===== config.mk =====
export PLATFORM = sky130hd
export DESIGN_NAME = vga_timing_gen
export DESIGN_NICKNAME = d
export VERILOG_FILES = /design/src/rtl/vga_timing_gen.sv
export SDC_FILE = /design/constraint.sdc
export NUM_CORES = 1
export LEC_CHECK = 0
export CORE_MARGIN = 1
export CORE_UTILIZATION = 45
export DETAILED_ROUTE_END_ITERATION = 7
export PLACE_DENSITY_LB_ADDON = 0.08
export SLEW_MARGIN = 20
export SYNTH_ARGS = -nofsm -noshare
export SYNTH_HDL_FRONTEND = slang
export SYNTH_SLANG_ARGS = --single-unit

===== constraint.sdc =====
create_clock -name clk_25 -period 2.5 [get_ports clk_25]
set_clock_uncertainty 0.15 [all_clocks]
set_input_delay 0.75 -clock clk_25 [delete_from_list [all_inputs] [get_ports clk_25]]
set_output_delay 0.75 -clock clk_25 [all_outputs]
set_load 0.01 [all_outputs]

===== src/rtl/vga_timing_gen.sv =====
// Parametrised VGA raster engine: porch/sync timing, pixel-source requests with latency
// compensation, built-in test patterns and frame/line strobes, all aligned at PIX_LAT+1.
module vga_timing_gen #(
   parameter int H_ACTIVE = 640,
   parameter int H_FP     = 16,
   parameter int H_SYNC   = 96,
   parameter int H_BP     = 48,
   parameter int V_ACTIVE = 480,
   parameter int V_FP     = 10,
   parameter int V_SYNC   = 2,
   parameter int V_BP     = 33,
   parameter bit HS_POL   = 1'b0,
   parameter bit VS_POL   = 1'b0,
   parameter int PIX_LAT  = 2,
   parameter int COLOR_W  = 12
) (
   input  logic               clk_25,
   input  logic               rst_n,
   input  logic               en,
   input  logic [1:0]         mode,
   input  logic [COLOR_W-1:0] fill_color,
   output logic [9:0]         req_x,
   output logic [9:0]         req_y,
   output logic               req_valid,
   input  logic [COLOR_W-1:0] pix_in,
   output logic [COLOR_W-1:0] vga_colors,
   output logic               vga_hs,
   output logic               vga_vs,
   output logic               frame_start,
   output logic               line_start
);

   localparam int H_TOTAL = H_ACTIVE + H_FP + H_SYNC + H_BP;
   localparam int V_TOTAL = V_ACTIVE + V_FP + V_SYNC + V_BP;
   localparam int CW      = COLOR_W / 3;

   localparam logic [9:0] H_ACT  = 10'(H_ACTIVE);
   localparam logic [9:0] V_ACT  = 10'(V_ACTIVE);
   localparam logic [9:0] H_LAST = 10'(H_ACTIVE - 1);
   localparam logic [9:0] V_LAST = 10'(V_ACTIVE - 1);
   localparam logic [9:0] H_MAX  = 10'(H_TOTAL - 1);
   localparam logic [9:0] V_MAX  = 10'(V_TOTAL - 1);
   localparam logic [9:0] HS_BEG = 10'(H_ACTIVE + H_FP);
   localparam logic [9:0] HS_END = 10'(H_ACTIVE + H_FP + H_SYNC);
   localparam logic [9:0] VS_BEG = 10'(V_ACTIVE + V_FP);
   localparam logic [9:0] VS_END = 10'(V_ACTIVE + V_FP + V_SYNC);
   localparam logic [9:0] BAR_W  = 10'((H_ACTIVE >= 8) ? H_ACTIVE / 8 : 1);

   typedef struct packed {
      logic       act;
      logic       hs;
      logic       vs;
      logic       ls;
      logic       fs;
      logic [1:0] md;
      logic [9:0] x;
      logic [9:0] y;
   } stage_t;

   logic [9:0]         col;
   logic [9:0]         row;
   logic [1:0]         mode_lat;
   logic               at_origin;
   logic               active;
   stage_t             head;
   stage_t             tail;
   logic [2:0]         bar_idx;
   logic               grid_on;
   logic [COLOR_W-1:0] color_nxt;

   assign at_origin = (col == 10'd0) && (row == 10'd0);
   assign active    = (col < H_ACT) && (row < V_ACT);

   assign req_x     = col;
   assign req_y     = row;
   assign req_valid = active && en && rst_n;

   always_ff @(posedge clk_25 or negedge rst_n) begin
      if (!rst_n) begin
         col      <= '0;
         row      <= '0;
         mode_lat <= 2'b00;
      end else if (en) begin
         if (col == H_MAX) begin
            col <= '0;
            row <= (row == V_MAX) ? 10'd0 : row + 10'd1;
         end else begin
            col <= col + 10'd1;
         end
         if (at_origin) begin
            mode_lat <= mode;
         end
      end
   end

   // Mode travels with the pixel so a frame switch lands exactly on pixel (0,0) at any latency.
   always_comb begin
      head     = '0;
      head.act = active && en;
      head.hs  = (col >= HS_BEG) && (col < HS_END);
      head.vs  = (row >= VS_BEG) && (row < VS_END);
      head.ls  = en && (col == 10'd0);
      head.fs  = en && at_origin;
      head.md  = (en && at_origin) ? mode : mode_lat;
      head.x   = col;
      head.y   = row;
   end

   generate
      if (PIX_LAT == 0) begin : g_no_lat
         assign tail = head;
      end else begin : g_lat
         stage_t dly [PIX_LAT];

         always_ff @(posedge clk_25 or negedge rst_n) begin
            if (!rst_n) begin
               for (int i = 0; i < PIX_LAT; i++) begin
                  dly[i] <= '0;
               end
            end else begin
               dly[0] <= head;
               for (int i = 1; i < PIX_LAT; i++) begin
                  dly[i] <= dly[i-1];
               end
            end
         end

         assign tail = dly[PIX_LAT-1];
      end
   endgenerate

   always_comb begin
      bar_idx   = 3'(tail.x / BAR_W);
      grid_on   = (tail.x[4:0] == 5'd0) || (tail.y[4:0] == 5'd0) ||
                  (tail.x == H_LAST) || (tail.y == V_LAST);
      color_nxt = '0;
      if (tail.act) begin
         unique case (tail.md)
            2'b00: color_nxt = pix_in;
            2'b01: color_nxt = fill_color;
            2'b10: color_nxt = {{CW{~bar_idx[1]}}, {CW{~bar_idx[2]}}, {CW{~bar_idx[0]}}};
            2'b11: color_nxt = {COLOR_W{grid_on}};
         endcase
      end
   end

   always_ff @(posedge clk_25 or negedge rst_n) begin
      if (!rst_n) begin
         vga_colors  <= '0;
         vga_hs      <= ~HS_POL;
         vga_vs      <= ~VS_POL;
         frame_start <= 1'b0;
         line_start  <= 1'b0;
      end else begin
         vga_colors  <= color_nxt;
         vga_hs      <= tail.hs ? HS_POL : ~HS_POL;
         vga_vs      <= tail.vs ? VS_POL : ~VS_POL;
         frame_start <= tail.fs;
         line_start  <= tail.ls;
      end
   end

endmodule


== Yosys cells after proc, flatten, opt, wreduce, memory -nomap -nowiden ==
Cells that the tools add are included.

* Bits in registers: 92
* Latch bits: 0
* Memory bits (writable): 0
* ROM bits: 0
* Bits of input ports: 29
* Output and inout bits: 37
* Logic and storage cells: 68
* Memories: 0

* $add $sub $neg: 2
* Multiply operators: 0
* Divide/modulo/power cells: 1
* Order comparisons: 6
* Equal/unequal tests: 7
* Shifts and indexed selects: 0
* Mux-type cells: 7
* Bitwise logic cells: 3
* Reduce and logical (&&, ||, !) cells: 18

{| class="wikitable"
|+ Operators by type and width
! operator !! count
|-
| $pmux W12 S4 || 1
|-
| $eq A10 B10 Y1 const B || 3
|-
| $add A10 B1 Y10 const B || 2
|-
| $logic_not A10 Y1 || 2
|-
| $lt A10 B10 Y1 const B || 2
|-
| $lt A10 B9 Y1 const B || 2
|-
| $mux W10 || 2
|-
| $mux W12 || 1
|-
| $div A10 B7 Y10 const B || 1
|-
| $eq A10 B9 Y1 const B || 1
|-
| $ge A10 B10 Y1 const B || 1
|-
| $ge A10 B9 Y1 const B || 1
|-
| $logic_not A5 Y1 || 2
|-
| $logic_and A1 B1 Y1 || 8
|-
| $eq A2 B2 Y1 const B || 2
|-
| $reduce_and A2 Y1 || 2
|-
| $logic_or A1 B1 Y1 || 3
|-
| $not A1 Y1 || 3
|-
| $eq A2 B1 Y1 const B || 1
|-
| $logic_not A2 Y1 || 1
|-
| $mux W1 || 2
|-
| $mux W2 || 1
|}

== Depth between registers and ports, before layout ==
* Depth in word-level cells: 6
* Depth in mapped cells: 7

== Worst setup path after synthesis ==
Ideal clock, no wire load.

* Kind: in2reg
* Start: input en
* End: register row[9] (netlist: req_y[9])
* Arrival time: 1882 ps
* Setup slack: 344 ps
* Stages: 6
* Path through: buf_6 nand4_4 or4_4 nor3b_2 xnor2_1 a21oi_2

* Word-level cells in the longest chain between the ends: 1

{| class="wikitable"
|+ RTL lines
! item !! line !! text
|-
| start, declared || 19 || <nowiki>input logic en,</nowiki>
|-
| $reduce_and A2 Y1 (no source line) || n/a ||
|-
| end signal, assigned || 86 || <nowiki>row <= (row == V_MAX) ? 10'd0 : row + 10'd1;</nowiki>
|-
| end, declared || 61 || <nowiki>logic [9:0] row;</nowiki>
|}

No other way between the ends.
A chain may end at the register's enable or synchronous reset.

== Final worst setup path ==
* Start: register col[4] (netlist: req_x[4])
* End: output req_x[4]

{| class="wikitable"
|+ RTL lines
! item !! line !! text
|-
| start, declared || 60 || <nowiki>logic [9:0] col;</nowiki>
|-
| start signal, assigned || 88 || <nowiki>col <= col + 10'd1;</nowiki>
|-
| end, declared || 22 || <nowiki>output logic [9:0] req_x,</nowiki>
|}

No word-level cell between the ends.

==> metrics.cfg <==
[detailed_routing]
route.detailed.wl_per_inst_microns = 14.8
length_of_the_first_detailed_routing_pass_in_iterations = 4
num_vias = 2413
route.detailed.vias_per_inst = 5.09
drt_wl_total_mm = 7.01
detail_route.iter0.violations = 108
post_route_drc = 0
drt.antenna.violating_nets = 0

[synth]
synthArstFlopShare_pct = 100
synth_common_cells = 90 x dfrtp_1, 23 x nand2_1, 22 x buf_4, 22 x o21ai_0
yosys.cell_count.top_type = dfrtp_1
post_synth_fa_ha_maj_area_fraction_pct = 1.34
synth_edf_count = 0
seq_area_frac_synth_pct = 61.7
synth_seq_cells = 92
netlist_area_sq_um = 3730
leading_post_synthesis_cells_by_cell_area = dfrtp_1 60%, buf_4 4.4%, o21ai_0 2.9%
synth_simple_gate_area_share_pct = 15.1
synth_mux_area_share_pct = 0.905
dominantRegCellSynth = dfrtp_1
synth_compound_gate_area_share_pct = 10.2
synth_largest_area_cell = dfrtp_1
synth_fp_nets = 336
synthXorXnorAreaFrac_pct = 3.28
synth_top_family_by_area = simple AND/OR/NAND/NOR gates
synth_cell_types = 57
synth.top_cell.area_share_pct = 60.3
postSynthCellCount = 303
syn_avg_cell_area_sq_um = 12.3
synth.yosys.warnings = 0

[pwr]
power_density_nw_per_um2 = 708
share_seq_of_total_power_pct = 55.9
power.clock.fraction_pct = 29.1
peak_vdd_ir_mv = 0.488
cellInternalPower_w = 0.00231
p_comb_share_pct = 15.0
switching_power_w = 0.000957
power.static_leakage_nw = 2.04
switching_share_of_power_pct = 29.3

[worst_setup_path]
crit_family = buffers and inverters
timing.critical_path.cells = clkdlybuf4s50_1
required_ns = 1.60
worst_path_max_delay_cell = clkdlybuf4s50_1
path_class = reg2out
timing.critical_path.to_type = primary output
critical_path.startpoint_type = register
rrSetupSlack_ns = 0.36
critical_path.max_fanout = 9
critical-path-max-stage-delay_ns = 0.60
worst-r2r-cell-count = 6
timing.critical_path.buf_inv = 1
timing.critical_path.depth = 1
cp_data_arrival_time_ns = 1.49

[timing]
finalSetupViolCount = 0
final_max_slew_viol_count = 0
tightest_slew_ns = 0.562
layout_min_cycle_time_ns = 2.39
rsz0062_at_grt = no
hold_slack_ns = 0.193
timing.final.crit_share_pct = 95.7
clock.fmax_mhz = 418
final_hold_viol_count = 0
maxSlewHeadroom_pct = 62.5
finalSetupTns_ns = 0

[layout]
num_antenna_cells = 0
fin_util_pct = 58.5
areaGrowthSynthToFinish_pct = 23.5
finalNonFillerCells = 474
post_route_cells_drive_above_1_share_pct = 16.9
finish.net_count = 400

[die]
top_level_ports = 66
dieWidth_microns = 93.1
floorplan.initialDensity_pct = 47.3
fp.dieArea_sq_um = 8660
core_area_sq_um = 7890
std_cell_rows = 32
floorplan.die.height_microns = 93.1

[cts]
cts_htree_levels = 3
clkSinkCount = 92
hold_buffers = 0
clock_tree.root_cell = clkbuf_8
clock_tree.buffer_depth = 2
worst_setup_hold_path_clk_slew_ns = 0.10
numCtsBuffers = 9
cts_tree = built
clock_latency_ns = 0.35

[placed_design]
placedCellCount = 457
dpl.hpwl_mm = 4.89
io_port_bufs = 65
routabilityCongestion = 0.783

[hold_path]
worstHoldPathType = reg2reg
hold_path_depth = 0

[global_routing]
grt_start_max_net_pins = 48
grt_pass1_wl_mm = 11.4
grt_pass1_vias = 2350
initial_antenna_violation_count = 0
grtUsageTotal_pct = 17.5
globalRouteOverflowTotal = 0

[status]
outcome = finished, final reports clean

[flow_run]
cap_viol_max_count = 0

area by class of cell:
cell class / count / area, sq um
fillers: 673 / 3280
flip-flops and latches: 92 / 2310
repair buffers: 85 / 792
inverters: 12 / 45.0
multi-input cells: 167 / 1150
well taps: 102 / 128
clock inverters: 7 / 67.6
clock buffers: 9 / 124
path summary, 6_finish.rpt:
path / from / end
min in group asynchronous: rst_n / vga_colors[5]$_DFF_PN0_
max reg2reg: req_x[0]$_DFFE_PN0P_ / g_lat.dly[47]$_DFF_PN0_
min: g_lat.dly[28]$_DFF_PN0_ / g_lat.dly[1]$_DFF_PN0_
max in group asynchronous: rst_n / req_x[6]$_DFFE_PN0P_
min reg2reg: g_lat.dly[28]$_DFF_PN0_ / g_lat.dly[1]$_DFF_PN0_
max: req_x[4]$_DFFE_PN0P_ / req_x[4]
registers in the layout, summed over array words and instances, names as in the netlist:
signal	flops
frame_start	1
g_lat.dly	54
line_start	1
mode_lat	2
req_x	10
req_y	10
vga_colors	12
vga_hs	1
vga_vs	1
power by group through the flow:
stage / clock network [W] / logic [W] / registers (W)
finish: 0.000950 / 0.000491 / 0.00182
global route: 0.00106 / 0.000542 / 0.00185
CTS: 0.000983 / 0.000493 / 0.00183
detailed placement: 0 / 0.000489 / 0.00186
global placement: 0 / 0.000485 / 0.00185
floorplan: 0 / 0.000343 / 0.00179
cell families after synthesis:
group,count (synthesis)
DFF,92
AOI/OAI and AO/OA,56
muxes,3
xor gates and xnor gates,14
adders and majority gates,4
buffers and inverters,44
and+or+nand+nor,90
layout by cell type (no fill, tap or decap), types with 3 or more instances in the layout:
cell             instances
clkbuf_8                 9
dfrtp_1                 89
clkdlybuf4s50_1         62
nand4b_1                 3
nor4_1                   3
and3_1                   3
mux2_2                   3
and4_1                   3
ha_1                     4
xnor2_1                 12
nand4_1                  6
nand2_1                 23
nor2b_1                  6
o221a_2                  4
a21oi_1                 12
inv_1                   12
inv_8                    3
and3_2                   4
nor3_1                   5
nor4bb_1                 3
nor2_1                  12
o21ai_0                 22
buf_4                   21
routing by layer:
layer	GRT usage (%)	up-vias	wire length, microns
met5	0	-	0
met4	9.49	0	112
met3	3.41	9	350
met2	26.5	79	3240
met1	23.7	1149	3310
li1	-	1176	-
timing repair:
item                       CTS  global route
resized for setup            5             1
pin swaps                    1             0
setup buffers                1             0
setup endpoints to repair    1             1
through the flow:
| step | cell area, sq um | total power (W) | setup WS, ns |
|---|---|---|---|
| 2_1_floorplan | 3730 | 0.00214 | 0.344 |
| 3_3_place_gp | 4420 | 0.00233 | -0.461 |
| 3_5_place_dp | 4420 | 0.00234 | -0.477 |
| 4_1_cts | 4610 | 0.00330 | 0.0270 |
| 5_1_grt | 4610 | 0.00345 | 0.0227 |
| 6_report | 4610 | 0.00327 | 0.107 |
Note: power is estimated with default switching activity, not from simulation.
